<file path="src/rtl/kyber_coef_packer.sv">
// Collects a polynomial's coefficient stream into PE_NUMBER-lane words, then emits them to the core.
// Optional COEF_REDUCE_EN: subtract q=3329 from any incoming coefficient >= q before storage.
module kyber_coef_packer #(
  parameter int unsigned PE_NUMBER = 16,
  parameter int unsigned NCOEF     = 256
) (
  input  logic                      clk,
  input  logic                      reset,
  input  logic                      start,
  input  logic [1:0]                sel,
  input  logic                      s_valid,
  output logic                      s_ready,
  input  logic [11:0]               s_data,
  input  logic                      s_last,
  output logic [12*PE_NUMBER-1:0]   din,
  output logic                      load_a_f,
  output logic                      load_a_i,
  output logic                      load_b_f,
  output logic                      load_b_i,
  output logic                      busy,
  output logic                      done,
  output logic                      err
);

  localparam int unsigned NWORDS = NCOEF / PE_NUMBER;
  localparam int unsigned CW     = $clog2(NCOEF);
  localparam int unsigned EW     = $clog2(NWORDS + 1);
  localparam int unsigned WW     = (NWORDS > 1) ? $clog2(NWORDS) : 1;
  localparam int unsigned LW     = (PE_NUMBER > 1) ? $clog2(PE_NUMBER) : 1;

  typedef enum logic [1:0] {IDLE, FILL, EMIT} state_t;

  state_t                   state;
  logic [CW-1:0]            n;
  logic [EW-1:0]            e;
  logic [1:0]               sel_q;
  logic [12*PE_NUMBER-1:0]  buffer [NWORDS];
  logic [11:0]              coef;
  logic                     accept;
  logic [WW-1:0]            widx;
  logic [LW-1:0]            lidx;

`ifdef COEF_REDUCE_EN
  assign coef = (s_data >= 12'd3329) ? s_data - 12'd3329 : s_data;
`else
  assign coef = s_data;
`endif

  assign accept = s_valid && s_ready;
  assign widx   = WW'(32'(n) / PE_NUMBER);
  assign lidx   = LW'(32'(n) % PE_NUMBER);

  // Buffer is datapath only; its contents are don't-care after reset.
  always_ff @(posedge clk) begin
    if (accept) begin
      buffer[widx][12*lidx +: 12] <= coef;
    end
  end

  always_ff @(posedge clk or posedge reset) begin
    if (reset) begin
      state    <= IDLE;
      n        <= '0;
      e        <= '0;
      sel_q    <= 2'b00;
      s_ready  <= 1'b0;
      busy     <= 1'b0;
      done     <= 1'b0;
      err      <= 1'b0;
      din      <= '0;
      load_a_f <= 1'b0;
      load_a_i <= 1'b0;
      load_b_f <= 1'b0;
      load_b_i <= 1'b0;
    end else begin
      load_a_f <= 1'b0;
      load_a_i <= 1'b0;
      load_b_f <= 1'b0;
      load_b_i <= 1'b0;
      unique case (state)
        IDLE: begin
          if (start) begin
            state   <= FILL;
            sel_q   <= sel;
            n       <= '0;
            err     <= 1'b0;
            s_ready <= 1'b1;
            busy    <= 1'b1;
          end
        end
        FILL: begin
          if (accept) begin
            n <= n + 1'b1;
            if (n == CW'(NCOEF - 1)) begin
              // Full polynomial received; a missing s_last is flagged but not fatal.
              state    <= EMIT;
              e        <= '0;
              s_ready  <= 1'b0;
              load_a_f <= (sel_q == 2'b00);
              load_a_i <= (sel_q == 2'b01);
              load_b_f <= (sel_q == 2'b10);
              load_b_i <= (sel_q == 2'b11);
              if (!s_last) begin
                err <= 1'b1;
              end
            end else if (s_last) begin
              state   <= IDLE;
              err     <= 1'b1;
              s_ready <= 1'b0;
              busy    <= 1'b0;
            end
          end
        end
        EMIT: begin
          if (e == EW'(NWORDS)) begin
            state <= IDLE;
            din   <= '0;
            done  <= 1'b0;
            busy  <= 1'b0;
          end else begin
            din  <= buffer[e[WW-1:0]];
            done <= (e == EW'(NWORDS - 1));
            e    <= e + 1'b1;
          end
        end
        default: state <= IDLE;
      endcase
    end
  end

endmodule

</file>
<file path="config.mk">
export PLATFORM = sky130hd
export DESIGN_NAME = kyber_coef_packer
export DESIGN_NICKNAME = d
export VERILOG_FILES = /design/src/rtl/kyber_coef_packer.sv
export SDC_FILE = /design/constraint.sdc
export NUM_CORES = 2
export LEC_CHECK = 0
export ABC_AREA = 1
export CAP_MARGIN = 10
export CORE_AREA = 2 2 410 819
export CTS_CLUSTER_SIZE = 14
export DETAILED_ROUTE_END_ITERATION = 6
export DIE_AREA = 0 0 412 821
export PLACE_DENSITY_LB_ADDON = 0.2
export SLEW_MARGIN = 5
export SYNTH_ARGS = -nofsm -noshare
export SYNTH_HDL_FRONTEND = slang
export SYNTH_SLANG_ARGS = --single-unit
</file>
<file path="constraint.sdc">
create_clock -name clk -period 23.2 [get_ports clk]
set_input_delay 4.64 -clock clk [delete_from_list [all_inputs] [get_ports clk]]
set_output_delay 4.64 -clock clk [all_outputs]
set_load 0.01 [all_outputs]
</file>
# After elaboration in Yosys (flattened, before gate mapping)
# Memory sizes are Yosys's and may differ from the RTL's.
# Cells that the tools add are included.
# word_totals
ff_bits	217
mem_bits_rw	3072
out_inout_bits	200
wordCells	94
mem_count	1
# memory_table
memory	words	word_bits	read_ports	rd_clocked_by_memory_dff	wr	line	source
buffer	16	192	1	0	1	37	logic [12*PE_NUMBER-1:0] buffer [NWORDS];
# op_classes
n_addsub	3
mul	1
n_eq_ne	17
shifts	2
mux	44
n_reduce_logical	13
# op_table
operator	n
$mux W192	2
$shift A12 B34 Y192 const A	1
$shiftx A12 B34 Y192	1
$neg A8 Y34	1
$mux W1	26
$mux W8	2
$pmux W8 S2	1
$mux W5	3
$ne A2 B2 Y1 const B	7
$reduce_and A4 Y1	3
$mux W2	5
$pmux W5 S2	1
$add A8 B1 Y8 const B	1
$eq A8 B8 Y1 const B	1
$eq A2 B2 Y1 const B	3
$mul A2 B4 Y6 const A	1
$ne A3 B3 Y1 const B	2
$pmux W2 S3	1
$reduce_and A6 Y1	1
$add A5 B1 Y5 const B	1
$eq A5 B4 Y1 const B	1
$eq A5 B5 Y1 const B	1
$reduce_and A5 Y1	1
$eq A2 B1 Y1 const B	2
other kinds (8)	11

# Depth between registers and ports, before layout
# depth
depth_word	4
depth_mapped	20

# Least setup slack after synthesis
# OpenSTA, ideal clock, no wires.
# synth_timing
kind	input -> register
startpoint	in s_valid
endpoint	mem buffer[10][164] (netlist bit), enable pin
setup_time_ns	0.329
t_arrival_ns	6.105
t_required_ns	22.871
path_slack_ns	16.766
path_stages	10
path_buffers	2
cell_sequence	nand2_1 inv_1 nand2_2 inv_2 nand2_1 nor2_4 buf_6 nand2_2 buf_4 nor2_1
# synth_between
elab_chain_len	3
# synth_lines
item	line	source
start, declared	11	input logic s_valid,
$logic_and A1 B1 Y1	49	assign accept = s_valid && s_ready;
$mux W1	55	if (accept) begin
$mux W192 (not written as such)	56	buffer[widx][12*lidx +: 12] <= coef;
end, declared	37	
# No other way between the ends.

# Final worst setup path
# layout_timing
startpoint	in s_data[7]
endpoint	mem buffer[4][95] (netlist bit) (data pin)
# layout_between
elab_chain_len	1
# layout_lines
item	line	source
start, declared	13	input logic [11:0] s_data,
$shiftx A12 B34 Y192	56	
# No other way between the ends.

==> results.sh <==
export IMPL_reg2reg_to="buffer[0][42]"
export IMPL_layout_area_seq_mm2=0.0977
export IMPL_grt_setup_unrepaired="false"
export IMPL_crit_path_end_kind="flop"
export IMPL_wl_per_cell_um=27.2
export IMPL_timing_max_cap_violations=0
export IMPL_setup_violations=0
export IMPL_io_pins=219
export IMPL_fp_dieW_um=412
export IMPL_cts_setup_buffers=0
export IMPL_max_stage_delay_ns=1.08
export IMPL_slew_viol_final=0
export IMPL_vdd_drop_max_v=0.000148
export IMPL_layout_cells_most_common="sky130_fd_sc_hd__edfxtp_1"
export IMPL_period_share=0.333
export IMPL_core_ar_mm2=0.333
export IMPL_grt_util_all_layers=0.240
export IMPL_synth_edff_count=3072
export IMPL_synthFlopType="sky130_fd_sc_hd__edfxtp_1"
export IMPL_dieArea_mm2=0.338
export IMPL_post_synthesis_to_final_layout_area_growth_pct=12.3
export IMPL_cts_num_sinks=3289
export IMPL_detailed_placement_wirelength_estimate_um=249000
export IMPL_setup_tns_ns=0
export IMPL_synthesis_area_per_instance_um2=12.3
export IMPL_crit_family="simple AND/OR/NAND/NOR gates"
export IMPL_leakagePower_nw=53.0
export IMPL_vias=87700
export IMPL_reg2reg_from="n[2]"
export IMPL_firstDrtPassIters=6
export IMPL_detail_route_antenna_nets=0
export IMPL_number_of_buffers_created_by_cts=312
export IMPL_p_per_area_mw_per_mm2=101
export IMPL_type_of_the_tightest_min_delay_check="flop to flop"
export IMPL_cell_breakdown_of_the_critical_path="clkdlybuf4s50_1, inv_1, o21ai_0, nand2_1, o22ai_1, nand3_1, nor2_1"
export IMPL_timing_critical_path_to="buffer[4][95]"
export IMPL_syn_warnings=0
export IMPL_synthAdderAreaFrac=0.00138
export IMPL_htree_levels=5
export IMPL_max_root_sink_buffers=4
export IMPL_master_of_the_slowest_instance_on_the_critical_path="sky130_fd_sc_hd__nor2_1"
export IMPL_status="complete, no violations"
export IMPL_numPortBuffers=218
export IMPL_most_common_layout_cells="3072 x sky130_fd_sc_hd__edfxtp_1, 2575 x sky130_fd_sc_hd__nor2_1, 1576 x sky130_fd_sc_hd__o21ai_0"
export IMPL_synth_compound_area_frac=0.116
export IMPL_die_h_um=821
export IMPL_post_route_cell_area_mm2=0.149
export IMPL_grt_remaining_overflow=0
export IMPL_synthSimpleGateAreaFrac=0.117
export IMPL_nets=10700
export IMPL_post_route_drc_violation_count=0
export IMPL_numPlacedInstances=14700
export IMPL_relSlewSlack=0.139
export IMPL_drt_initial_drc_count=9923
export IMPL_rows=300
export IMPL_cp_depth=7
export IMPL_cts_resized=0
export IMPL_synth_area_in_xor_xnor=0.000189
export IMPL_finalWeightedCongestion=0.888
export IMPL_drt_vias_per_instance=5.75
export IMPL_cp_startpoint="s_data[7]"
export IMPL_detailed_place_area_mm2=0.139
export IMPL_wire_length_of_the_first_global_routing_pass_um=593000
export IMPL_multiInputGateArea_mm2=0.0313
export IMPL_initial_core_util=0.398
export IMPL_worst_endpoint_required_ns=23.72
export IMPL_timing_reg2reg_worst_path_depth=15
export IMPL_ys_types=46
export IMPL_yosys_register_bits=3289
export IMPL_clock_input_transition_at_the_sequential_cells_of_the_worst_setup_and_hold_paths_ns=0.06
export IMPL_arrival_ns=8.25
export IMPL_filler_cell_count=30500
export IMPL_fmax_mhz=129
export IMPL_fin_total_pwr_mw=15.0
export IMPL_cts_tree="done"
export IMPL_netlist_instances=10700
export IMPL_routed_wirelength_um=416000
export IMPL_netlist_area_mm2=0.132
export IMPL_syn_num_nets=10800
export IMPL_muxShareOfSynthArea=0
export IMPL_timing_hold_violations_final=0
export IMPL_crit_type="primary input to flop"
export IMPL_post_cts_hold_buffer_count=0
export IMPL_cts_root_buf="sky130_fd_sc_hd__clkbuf_16"
export IMPL_clk_insertion_delay_late_ns=0.90
export IMPL_vias_in_the_first_global_route=84900
export IMPL_layout_cells_non_filler=15300
export IMPL_grt_antenna_before_repair=14
export IMPL_regToRegSetupSlack_ns=17.08
export IMPL_dominant_combinational_cell_family_by_area_after_synthesis="simple AND/OR/NAND/NOR gates"
export IMPL_ys_seq_area_frac=0.738
export IMPL_finalWorstPathRequiredPeriod_ns=7.73
export IMPL_synth_async_sr_flop_share=0.0660
export IMPL_clock_skew_ns=0.0354
export IMPL_grt_max_degree=217
export IMPL_setup_worst_path_start_class="primary input"
export IMPL_drive_above_1_share=0.0714
export IMPL_crit_fanout=16
export IMPL_tightest_slew_ns=1.29
export IMPL_worst_path_buf_inv=2
[report_power, final]
part | leakage, nW | total (mW) | internal [mW] | switching [mW]
combinational | 13.4 | 3.24 | 0.736 | 2.50
clock | 4.80 | 5.04 | 2.84 | 2.20
sequential | 34.8 | 6.69 | 6.66 | 0.0260
[cells by family after synthesis]
kind of cell    count (synthesis)
compound gates               2612
xor+xnor                        2
fa+ha+maj                      14
buf+inv                       917
flops                        3289
simple gates                 3890
[worst min-delay path by stage]
| stage | cells after the start | slack (ns) | to | startpoint |
|---|---|---|---|---|
| final | 1 | 0.46 | load_a_f | sel_q[0] |
| after global routing | 1 | 0.49 | load_a_f | sel_q[0] |
| after CTS | 1 | 0.46 | load_a_f | sel_q[0] |
| after detailed placement | 1 | 0.46 | load_a_f | sel_q[0] |
| after global placement | 1 | 0.45 | load_a_i | sel_q[1] |
| after floorplan | 1 | 0.43 | load_a_i | sel_q[1] |
[cell type report]
| cell class | instances | share of cell area |
|---|---|---|
| antenna | 7 | 0.000118 |
| clock buffer | 430 | 0.0588 |
| clock inverter | 120 | 0.00729 |
| inverter | 77 | 0.00230 |
| multi-input combinational | 6518 | 0.211 |
| sequential | 3289 | 0.658 |
| tap | 4379 | 0.0369 |
| timing repair buffer | 439 | 0.0266 |
[per-layer routing]
layer | global-route usage | part of all wire | vias up
met1 | 0.323 | 0.41 | 44200
met4 | 0.0908 | 0.041 | 2
li1 | - | - | 38900
met2 | 0.392 | 0.47 | 3892
met5 | 0 | 0.000031 | -
met3 | 0.0361 | 0.076 | 715
[cell usage after synthesis (29+ instances only)]
| library cell | count | area (um2) |
|---|---|---|
| sky130_fd_sc_hd__a21oi_1 | 29 | 145 |
| sky130_fd_sc_hd__a22o_1 | 75 | 657 |
| sky130_fd_sc_hd__buf_2 | 102 | 510 |
| sky130_fd_sc_hd__clkbuf_1 | 689 | 2590 |
| sky130_fd_sc_hd__dfrtp_1 | 217 | 5430 |
| sky130_fd_sc_hd__edfxtp_1 | 3072 | 92200 |
| sky130_fd_sc_hd__inv_1 | 67 | 251 |
| sky130_fd_sc_hd__nand2_1 | 899 | 3370 |
| sky130_fd_sc_hd__nand2_2 | 34 | 213 |
| sky130_fd_sc_hd__nand3_1 | 307 | 1540 |
| sky130_fd_sc_hd__nor2_1 | 2583 | 9700 |
| sky130_fd_sc_hd__o211ai_1 | 179 | 1340 |
| sky130_fd_sc_hd__o21ai_0 | 1585 | 7930 |
| sky130_fd_sc_hd__o221ai_1 | 208 | 1820 |
| sky130_fd_sc_hd__o22ai_1 | 517 | 3230 |
[flip-flops by register name, indices dropped and copies added (netlist names)]
signal	cells
sel_q	2
err	1
load_a_f	1
load_b_i	1
s_ready	1
done	1
state	2
e	5
buffer	3072
load_b_f	1
din	192
load_a_i	1
n	8
busy	1
[metrics by stage]
step / utilization / hold WS, ns / setup slack (ns)
2_1_floorplan: - / 0.434 / 12.62
3_3_place_gp: 0.417 / 0.447 / 14.65
3_5_place_dp: 0.417 / 0.455 / 14.69
4_1_cts: 0.446 / 0.463 / 15.63
5_1_grt: 0.447 / 0.488 / 15.45
6_report: 0.447 / 0.462 / 15.47
[worst reg2reg max path: stages, from the launching register on]
cell and delay, ns:
sky130_fd_sc_hd__dfrtp_1 0.73, sky130_fd_sc_hd__inv_1 0.61, sky130_fd_sc_hd__fa_1 0.61, sky130_fd_sc_hd__inv_1 0.08, sky130_fd_sc_hd__nand2_1 0.07, sky130_fd_sc_hd__nand2_1 0.14
sky130_fd_sc_hd__inv_1 0.06, sky130_fd_sc_hd__a21oi_1 0.21, sky130_fd_sc_hd__nor2_4 0.04, sky130_fd_sc_hd__buf_4 0.29, sky130_fd_sc_hd__inv_2 0.12, sky130_fd_sc_hd__buf_4 0.79
sky130_fd_sc_hd__nand3_1 0.21, sky130_fd_sc_hd__nand2_1 0.81, sky130_fd_sc_hd__nand2_2 0.49, sky130_fd_sc_hd__nor2_1 0.50
Power figures use the tool's default switching activity.
